===== config.mk =====
export PLATFORM = sky130hd
export DESIGN_NAME = rv_iopmp_entry_encoder
export DESIGN_NICKNAME = d
export VERILOG_FILES = /design/src/rtl/rv_iopmp_entry_encoder.sv
export SDC_FILE = /design/constraint.sdc
export NUM_CORES = 2
export LEC_CHECK = 0
export ABC_CLOCK_PERIOD_IN_PS = 9000
export CAP_MARGIN = 10
export CORE_UTILIZATION = 45
export CTS_BUF_LIST = sky130_fd_sc_hd__clkbuf_4
export DETAILED_ROUTE_END_ITERATION = 10
export PLACE_DENSITY = 0.67
export SETUP_SLACK_MARGIN = 0.02
export SLEW_MARGIN = 5
export SYNTH_ARGS = -nofsm -noshare
export SYNTH_HDL_FRONTEND = slang
export SYNTH_SLANG_ARGS = --single-unit

===== constraint.sdc =====
create_clock -name clk_i -period 9 [get_ports clk_i]
set_input_delay 1.8 -clock clk_i [delete_from_list [all_inputs] [get_ports clk_i]]
set_output_delay 1.8 -clock clk_i [all_outputs]
set_load 0.03 [all_outputs]

===== src/rtl/rv_iopmp_entry_encoder.sv =====
// Purpose : turns a byte region (base, len, rwx) into IOPMP entry words (NAPOT/NA4 blocks or a TOR pair).
// Latency : first entry beat is valid the cycle after request acceptance; then 1 entry/cycle.
// Backpressure: entry payload holds while entry_ready_i=0; req_ready_o stays low until the last beat is taken.
//
// Ports:
//   clk_i, rst_i            clock, synchronous active-high reset
//   req_valid_i/req_ready_o request handshake; req_base_i, req_len_i, req_perm_i {x,w,r}, req_tor_i
//   entry_valid_o/entry_ready_i  entry beat handshake
//   entry_addr_o/entry_addrh_o   entry word (address bits 65:2) split in LEN-bit halves
//   entry_mode_o, entry_perm_o, entry_idx_o, entry_last_o, entry_err_o, entry_err_code_o
//
// Build option: define IOPMP_ENC_NA4_EN for 4-byte granularity (NA4 entries);
// undefined gives 8-byte granularity and NA4 is never produced.

package rv_iopmp_pkg;
    typedef enum logic [1:0] {
        OFF   = 2'd0,
        TOR   = 2'd1,
        NA4   = 2'd2,
        NAPOT = 2'd3
    } mode_t;
endpackage

module rv_iopmp_entry_encoder
    import rv_iopmp_pkg::*;
#(
    parameter int ADDR_WIDTH  = 64,
    parameter int LEN         = 32,
    parameter int MAX_ENTRIES = 16
) (
    input  logic                  clk_i,
    input  logic                  rst_i,
    input  logic                  req_valid_i,
    output logic                  req_ready_o,
    input  logic [ADDR_WIDTH-1:0] req_base_i,
    input  logic [ADDR_WIDTH-1:0] req_len_i,
    input  logic [2:0]            req_perm_i,
    input  logic                  req_tor_i,
    output logic                  entry_valid_o,
    input  logic                  entry_ready_i,
    output logic [LEN-1:0]        entry_addr_o,
    output logic [LEN-1:0]        entry_addrh_o,
    output mode_t                 entry_mode_o,
    output logic [2:0]            entry_perm_o,
    output logic [7:0]            entry_idx_o,
    output logic                  entry_last_o,
    output logic                  entry_err_o,
    output logic [1:0]            entry_err_code_o
);

`ifdef IOPMP_ENC_NA4_EN
    localparam int GRAN_BITS = 2;
    localparam bit NA4_EN    = 1'b1;
`else
    localparam int GRAN_BITS = 3;
    localparam bit NA4_EN    = 1'b0;
`endif

    localparam logic [7:0]          MAX_IDX = 8'(MAX_ENTRIES);
    localparam logic [ADDR_WIDTH:0] ONE     = (ADDR_WIDTH+1)'(1);
    localparam logic [ADDR_WIDTH:0] FOUR    = (ADDR_WIDTH+1)'(4);

    typedef enum logic {
        IDLE,
        EMIT
    } state_t;

    state_t                state_q, state_d;
    logic [ADDR_WIDTH:0]   cur_q;      // carry bit lets cur reach 2^ADDR_WIDTH
    logic [ADDR_WIDTH-1:0] rem_q;
    logic [2:0]            perm_q;
    logic                  tor_q;
    logic [7:0]            idx_q;
    logic [1:0]            code_q;     // nonzero: request was rejected, emit one error beat

    // Request validation, evaluated on the raw inputs at acceptance.
    logic [ADDR_WIDTH:0] req_sum;
    logic                req_misaligned;
    logic                req_range_bad;
    logic [1:0]          acc_code;

    always_comb begin
        req_sum        = {1'b0, req_base_i} + {1'b0, req_len_i};
        req_misaligned = (req_base_i[GRAN_BITS-1:0] != '0) || (req_len_i[GRAN_BITS-1:0] != '0);
        // End address may equal 2^ADDR_WIDTH exactly, but not exceed it.
        req_range_bad  = (req_len_i == '0) || (req_sum[ADDR_WIDTH] && (req_sum[ADDR_WIDTH-1:0] != '0));
        if (req_misaligned)     acc_code = 2'd1;
        else if (req_range_bad) acc_code = 2'd2;
        else                    acc_code = 2'd0;
    end

    // Largest naturally aligned block at cur that still fits in rem.
    logic [ADDR_WIDTH:0] align;
    logic [ADDR_WIDTH:0] top;
    logic [ADDR_WIDTH:0] size;

    always_comb begin
        top = '0;
        if (cur_q[ADDR_WIDTH-1:0] == '0) begin
            align = ONE << ADDR_WIDTH;
        end else begin
            // Two's-complement trick isolates the lowest set bit.
            align = {1'b0, cur_q[ADDR_WIDTH-1:0] & (~cur_q[ADDR_WIDTH-1:0] + ADDR_WIDTH'(1))};
        end
        for (int i = 0; i < ADDR_WIDTH; i++) begin
            if (rem_q[i]) top = ONE << i;
        end
        size = (align < top) ? align : top;
    end

    // Beat payload and next state.
    logic [ADDR_WIDTH:0] word;
    logic                beat_last;

    always_comb begin
        state_d          = state_q;
        req_ready_o      = 1'b0;
        entry_valid_o    = 1'b0;
        word             = '0;
        entry_mode_o     = OFF;
        entry_perm_o     = 3'd0;
        entry_idx_o      = 8'd0;
        beat_last        = 1'b0;
        entry_err_o      = 1'b0;
        entry_err_code_o = 2'd0;

        case (state_q)
            IDLE: begin
                req_ready_o = 1'b1;
                if (req_valid_i) state_d = EMIT;
            end
            EMIT: begin
                entry_valid_o = 1'b1;
                entry_idx_o   = idx_q;
                if (code_q != 2'd0) begin
                    entry_err_o      = 1'b1;
                    entry_err_code_o = code_q;
                    beat_last        = 1'b1;
                end else if (tor_q) begin
                    if (idx_q == 8'd0) begin
                        word = cur_q >> 2;
                    end else begin
                        word         = (cur_q + {1'b0, rem_q}) >> 2;
                        entry_mode_o = TOR;
                        entry_perm_o = perm_q;
                        beat_last    = 1'b1;
                    end
                end else if (idx_q == MAX_IDX) begin
                    // Region needs more entries than allowed; the consumer drops the sequence.
                    entry_err_o      = 1'b1;
                    entry_err_code_o = 2'd3;
                    beat_last        = 1'b1;
                end else begin
                    entry_perm_o = perm_q;
                    beat_last    = (rem_q == size[ADDR_WIDTH-1:0]);
                    if (NA4_EN && (size == FOUR)) begin
                        entry_mode_o = NA4;
                        word         = cur_q >> 2;
                    end else begin
                        // NAPOT: trailing ones encode the block size (8B -> no ones).
                        entry_mode_o = NAPOT;
                        word         = (cur_q >> 2) | ((size >> 3) - ONE);
                    end
                end
                if (entry_ready_i && beat_last) state_d = IDLE;
            end
            default: state_d = IDLE;
        endcase
    end

    assign entry_last_o                  = beat_last;
    assign {entry_addrh_o, entry_addr_o} = (2*LEN)'(word);

    always_ff @(posedge clk_i) begin
        if (rst_i) begin
            state_q <= IDLE;
            cur_q   <= '0;
            rem_q   <= '0;
            perm_q  <= 3'd0;
            tor_q   <= 1'b0;
            idx_q   <= 8'd0;
            code_q  <= 2'd0;
        end else begin
            state_q <= state_d;
            if (state_q == IDLE) begin
                if (req_valid_i) begin
                    cur_q  <= {1'b0, req_base_i};
                    rem_q  <= req_len_i;
                    perm_q <= req_perm_i;
                    tor_q  <= req_tor_i;
                    idx_q  <= 8'd0;
                    code_q <= acc_code;
                end
            end else if (entry_ready_i) begin
                idx_q <= idx_q + 8'd1;
                // TOR keeps base/len intact so the second beat can form the end address.
                if (!tor_q && (code_q == 2'd0)) begin
                    cur_q <= cur_q + size;
                    rem_q <= rem_q - size[ADDR_WIDTH-1:0];
                end
            end
        end
    end

endmodule


# == Yosys cells after proc, flatten, opt, wreduce, memory -nomap -nowiden ==
# Cells that the tools add are included.
# totals
reg_bits,144
input_bits,136
wordCells,155
# classes
add_sub_neg,7
magnitude_cmp,1
n_eq_ne,4
mux,114
bitwise_logic,4
n_reduce_logical,18
# ops
operator,count
65-bit 2-to-1 mux,69
64-bit 2-to-1 mux,8
64-bit logical NOT,2
64-bit by 64-bit adder with 65-bit output,1
65-bit by 64-bit adder with 65-bit output,1
65-bit adder,1
65-bit less-than comparator,1
64-bit by 1-bit adder with 64-bit output (second input constant),1
64-bit AND,1
64-bit == test,1
64-bit NOT,1
63-bit by 64-bit bitwise OR with 64-bit output,1
64-bit nonzero test,1
64-bit subtractor,1
63-bit 2-to-1 mux,1
62-bit by 1-bit subtractor with 63-bit output (second input constant),1
8-bit 2-to-1 mux,4
2-bit 2-to-1 mux,10
1-bit 2-to-1 mux,16
3-bit 2-to-1 mux,5
8-bit by 1-bit adder with 8-bit output (second input constant),1
8-bit by 5-bit == test with 1-bit output (second input constant),1
8-bit logical NOT,1
3-bit nonzero test,2
11 further kinds,16

# == Logic depth before layout (Yosys ltp) ==
# logic_depth
ltp_word,74
mapped_depth,40
ltp_nobuf,34

# == Worst setup path after synthesis ==
# No wires, ideal clock.
# synth_path
path_type,flip-flop to output port
start,reg cur_q[44]
end,out entry_addrh_o[24]
arrival_ns,7.780
path_slack_ns,-0.580
stages_incl_launch_ff,34
path_buffers,5
path_cell_list,dfxtp_1 > clkbuf_1 > nor4_1 > nand4_1 > or4_1 > or3_4 > and2_4 > and2b_1 > and2_1 > nand3b_1 > inv_1 > ha_1 > nand3_1 > nor4_1 > nand3_1 > or3_1 > o2111a_2 > o311a_4 > buf_6 > buf_4 > clkbuf_1 > clkbuf_1 > a21oi_1 > ha_1 > inv_1 > a31oi_1 > o21ai_0 > or4_1 > o21ai_2 > nand2_1 > nor3_2 > nand3_1 > xnor2_1 > o221ai_1
# synth_between
elab_chain_len,12
elab_cells_between_ends,15
# synth_lines
element,line_no,source
from (decl),69,logic [ADDR_WIDTH:0] cur_q;
from (signal assigned),187,"cur_q <= {1'b0, req_base_i};"
from (signal assigned),198,cur_q <= cur_q + size;
64-bit NOT,103,"align = {1'b0, cur_q[ADDR_WIDTH-1:0] & (~cur_q[ADDR_WIDTH-1:0] + ADDR_WIDTH'(1))};"
64-bit by 1-bit adder with 64-bit output,103,
64-bit AND,103,
65-bit 2-to-1 mux,99,if (cur_q[ADDR_WIDTH-1:0] == '0) begin
65-bit less-than comparator,108,size = (align < top) ? align : top;
65-bit 2-to-1 mux,108,
62-bit by 1-bit subtractor with 63-bit output,162,word = (cur_q >> 2) | ((size >> 3) - ONE);
63-bit by 64-bit bitwise OR with 64-bit output,162,
64-bit 2-to-1 mux,148,end else if (idx_q == MAX_IDX) begin
64-bit 2-to-1 mux *,139,end else if (tor_q) begin
64-bit 2-to-1 mux *,135,if (code_q != 2'd0) begin
64-bit 2-to-1 mux *,127,case (state_q)
to (decl),42,"output logic [LEN-1:0] entry_addrh_o,"
# Mark *: on every way between the ends. The rest lies on a longest branch, timed or not.

# == Final worst setup path ==
# layout_path
start,reg cur_q[38]
end,out entry_last_o
# layout_between
elab_chain_len,12
elab_cells_between_ends,13
# layout_lines
element,line_no,source
64-bit NOT,103,
64-bit by 1-bit adder with 64-bit output,103,
64-bit AND,103,
65-bit 2-to-1 mux *,99,
65-bit less-than comparator,108,
65-bit 2-to-1 mux *,108,
64-bit == test *,155,beat_last = (rem_q == size[ADDR_WIDTH-1:0]);
1-bit 2-to-1 mux *,148,
1-bit 2-to-1 mux *,139,
1-bit 2-to-1 mux *,135,
1-bit 2-to-1 mux * (2 in a row),127,
to (decl),46,"output logic entry_last_o,"
# Mark *: on every way between the ends. The rest lies on a longest branch, timed or not. The select of a mux whose other input is x is not followed.

==> metrics.txt <==
status=finished, violations left; failing checks=negative setup slack; Clock Skew=0.0575 ns; Hold Vio Cnt, Final=0; Syn Area/Cell=6.84 um2; gpl congestion=1.12; P per Cell Area=177 nW/um2; Mapped Cells=4,109; Warnings, synthesis=0; PnR worst setup slack=-0.579 ns; P&R area growth vs syn=32.1%; Final period util=106%; DRC=0; area of the multi-input gates=24,600 um2; largest net degree at the start of global routing=64; Leakage=16.9 nW; Worst Path Required=7.20 ns; Critical Path End Type=output pin; top cell family by delay on the critical path=simple AND/OR/NAND/NOR gates; die area=63,400 um2; asr flop ratio synth=0%; Synth Register Bits=144; EDFF count, synth=0; Layout Nets=5,228; H-tree depth=4; Clock Latency Late Sink=0.83 ns; FF/Latch Area=2890 um2; Area after DPL=35,600 um2; Die H=252 um; max incr delay on CP=0.48 ns; Slew Limit Fails=0; Peak supply drop=118 uV; synthesized net count=4,568; FILL cells=5,857; Final Cell Area=37,100 um2; GR Util All Layers=46.4%; initial DRC count=5,132; ys flop type=dfxtp_1; Synth Cell Area=28,100 um2; first-pass GRT wire length=218,000 um; total power=6.58 mW; highest-delay cell along the critical path=or4_4; Post-Route WL=152,000 um; via total after detailed routing=36,615; mean number of vias per cell=6.51; worst setup path class=reg2out; most frequent CP cell=nand4_1; clock tree buffer depth=2; synth unique cells=106; Max-Cap Viols=0; Starting Density=45.5%; Core Rows=91; Top Ports=219; Sink Count=144; ratio of cells with drive above 1 in the final layout=20.1%; CP bufs+invs=6; Hold Crit Class=reg2reg; hpwl dp=124,000 um; CTS tree=built; vias in the first global route=33,542; worst-margin pin slew=1.24 ns; Overflow after GRT=0; fin crit period=9.58 ns; crit path DAT=7.78 ns; post-route ant nets=0; Pre-antenna DRT Iters=9; Max FO, Critical Path=5; antenna violations before repair=9; Seq/Total Area, Yosys=10.3%; Root Buffer=clkbuf_4; hold slack=0.463 ns; Num CTS Buffers=17; die width=252 um; CORE AREA=61,700 um2; number of port buffers=218; slew margin rel.=17.0%; WL/cell=27.0 um; unrepaired setup endpoints after global routing=true; final setup fails=28; FMAX=0.104 GHz; crit start category=flip-flop; Clk pin slew, worst setup/hold paths=0.17 ns
[routing by layer]
layer  wire length (um)  GRT usage [%]
met2              61200           67.1
met5                 32              0
met3              19700           14.9
met1              60400           59.7
met4              10800           27.4
[synthesized netlist by cell type, types with 15 or more instances]
| master | number | share of area [%] |
|---|---|---|
| clkbuf_1 | 170 | 2.3 |
| nand3_1 | 132 | 2.4 |
| o21a_1 | 41 | 1.1 |
| xnor2_1 | 144 | 4.5 |
| a21o_1 | 162 | 4.3 |
| nor2_1 | 405 | 5.4 |
| a211oi_1 | 137 | 3.7 |
| a221oi_1 | 26 | 0.81 |
| o211ai_1 | 28 | 0.75 |
| xor2_1 | 79 | 2.5 |
| a311oi_1 | 15 | 0.47 |
| nand2_1 | 404 | 5.4 |
| o21ai_1 | 25 | 0.45 |
| or3_1 | 21 | 0.47 |
| a21oi_1 | 418 | 7.4 |
| nor4_1 | 53 | 1.2 |
| o22ai_1 | 16 | 0.36 |
| and2_1 | 36 | 0.80 |
| o31ai_1 | 20 | 0.53 |
| nand4_1 | 88 | 2.0 |
| nor2b_1 | 46 | 1.0 |
| dfxtp_1 | 144 | 10 |
| nor3b_1 | 19 | 0.51 |
| and3_1 | 60 | 1.3 |
| inv_1 | 177 | 2.4 |
| a22oi_1 | 18 | 0.48 |
| o21bai_1 | 42 | 1.1 |
| o21ai_0 | 250 | 4.5 |
| ha_1 | 320 | 14 |
| a31oi_1 | 51 | 1.1 |
| mux2i_1 | 73 | 2.6 |
| nor3_1 | 106 | 1.9 |
| a2111oi_0 | 17 | 0.53 |
| nand3b_1 | 26 | 0.69 |
| nand2b_1 | 57 | 1.3 |
[final cells by class]
cell class                 count  area share [%]
tap                          837            2.82
sequential                   144            7.79
multi-input combinational   3574            66.2
inverter                     181            1.84
clock inverter                14           0.354
timing repair buffer         851            20.6
clock buffer                  18           0.364
antenna                        6          0.0405
[sequential cells by signal (all words and copies together) (netlist names)]
name,flops
rem_q,64
tor_q,1
code_q,2
cur_q,65
state_q,1
idx_q,8
perm_q,3
[metrics by stage]
| stage | setup TNS, ns | std cells | setup slack [ns] | util [%] |
|---|---|---|---|---|
| floorplan | 0 | 4109 | 0.0266 | - |
| global placement | -0.446 | 5558 | -0.385 | 57.7 |
| detailed placement | -1.06 | 5558 | -0.458 | 57.7 |
| CTS | -10.17 | 5600 | -0.590 | 58.9 |
| global route | -16.58 | 5620 | -0.780 | 60.1 |
| finish | -10.53 | 5625 | -0.579 | 60.1 |
[placed cells by master (no fill, tap or decap), drive strengths merged, types with 154 or more instances in the layout]
cell type	netlist	layout
nor2	406	406
a21o	162	162
clkdlybuf4s50	0	154
buf	41	689
o21ai	280	280
a21oi	430	430
nand2	406	406
ha	320	320
inv	181	187
[worst reg2reg max path: cells and delay by family, from the launching register on]
| family | cells | cell delay, ns |
|---|---|---|
| AOI/OAI and AO/OA | 12 | 2.57 |
| xor gates and xnor gates | 1 | 0.13 |
| adders and majority gates | 2 | 0.50 |
| buffers and inverters | 11 | 1.49 |
| DFF | 1 | 0.36 |
| and+or+nand+nor | 16 | 3.59 |
[report_power, final]
part / total, mW / switching [mW] / internal [mW]
registers: 0.792 / 0.0874 / 0.705
clock network: 0.480 / 0.335 / 0.145
logic: 5.30 / 3.04 / 2.26
[path summary, 6_finish.rpt]
path,start,endpoint,slack (ns),depth (start not counted)
hold reg to reg,perm_q[1],perm_q[1],0.46,2
setup / recovery,cur_q[38],entry_last_o,-0.58,30
hold / removal,perm_q[1],perm_q[1],0.46,2
setup reg to reg,cur_q[38],cur_q[63],0.26,42
[repair_timing]
item,4_1_cts,5_1_grt
buffers inserted,9,19
hold buffers,0,0
setup endpoints to repair,50,75
pin swaps,45,57
gates cloned,1,1
gates resized for setup,85,130
[cells by family (layout without fill, tap and decap cells)]
family,Yosys count,in the layout,synth area share [%]
AOI/OAI and AO/OA,1410,1411,32.6
and+or+nand+nor,1536,1536,27.1
other,0,6,0
DFF,144,144,10.3
adders and majority gates,323,323,14.5
buffers and inverters,392,1064,5.65
xor gates and xnor gates,223,223,6.95
muxes,81,81,2.98
Power figures use the tool's default switching activity.
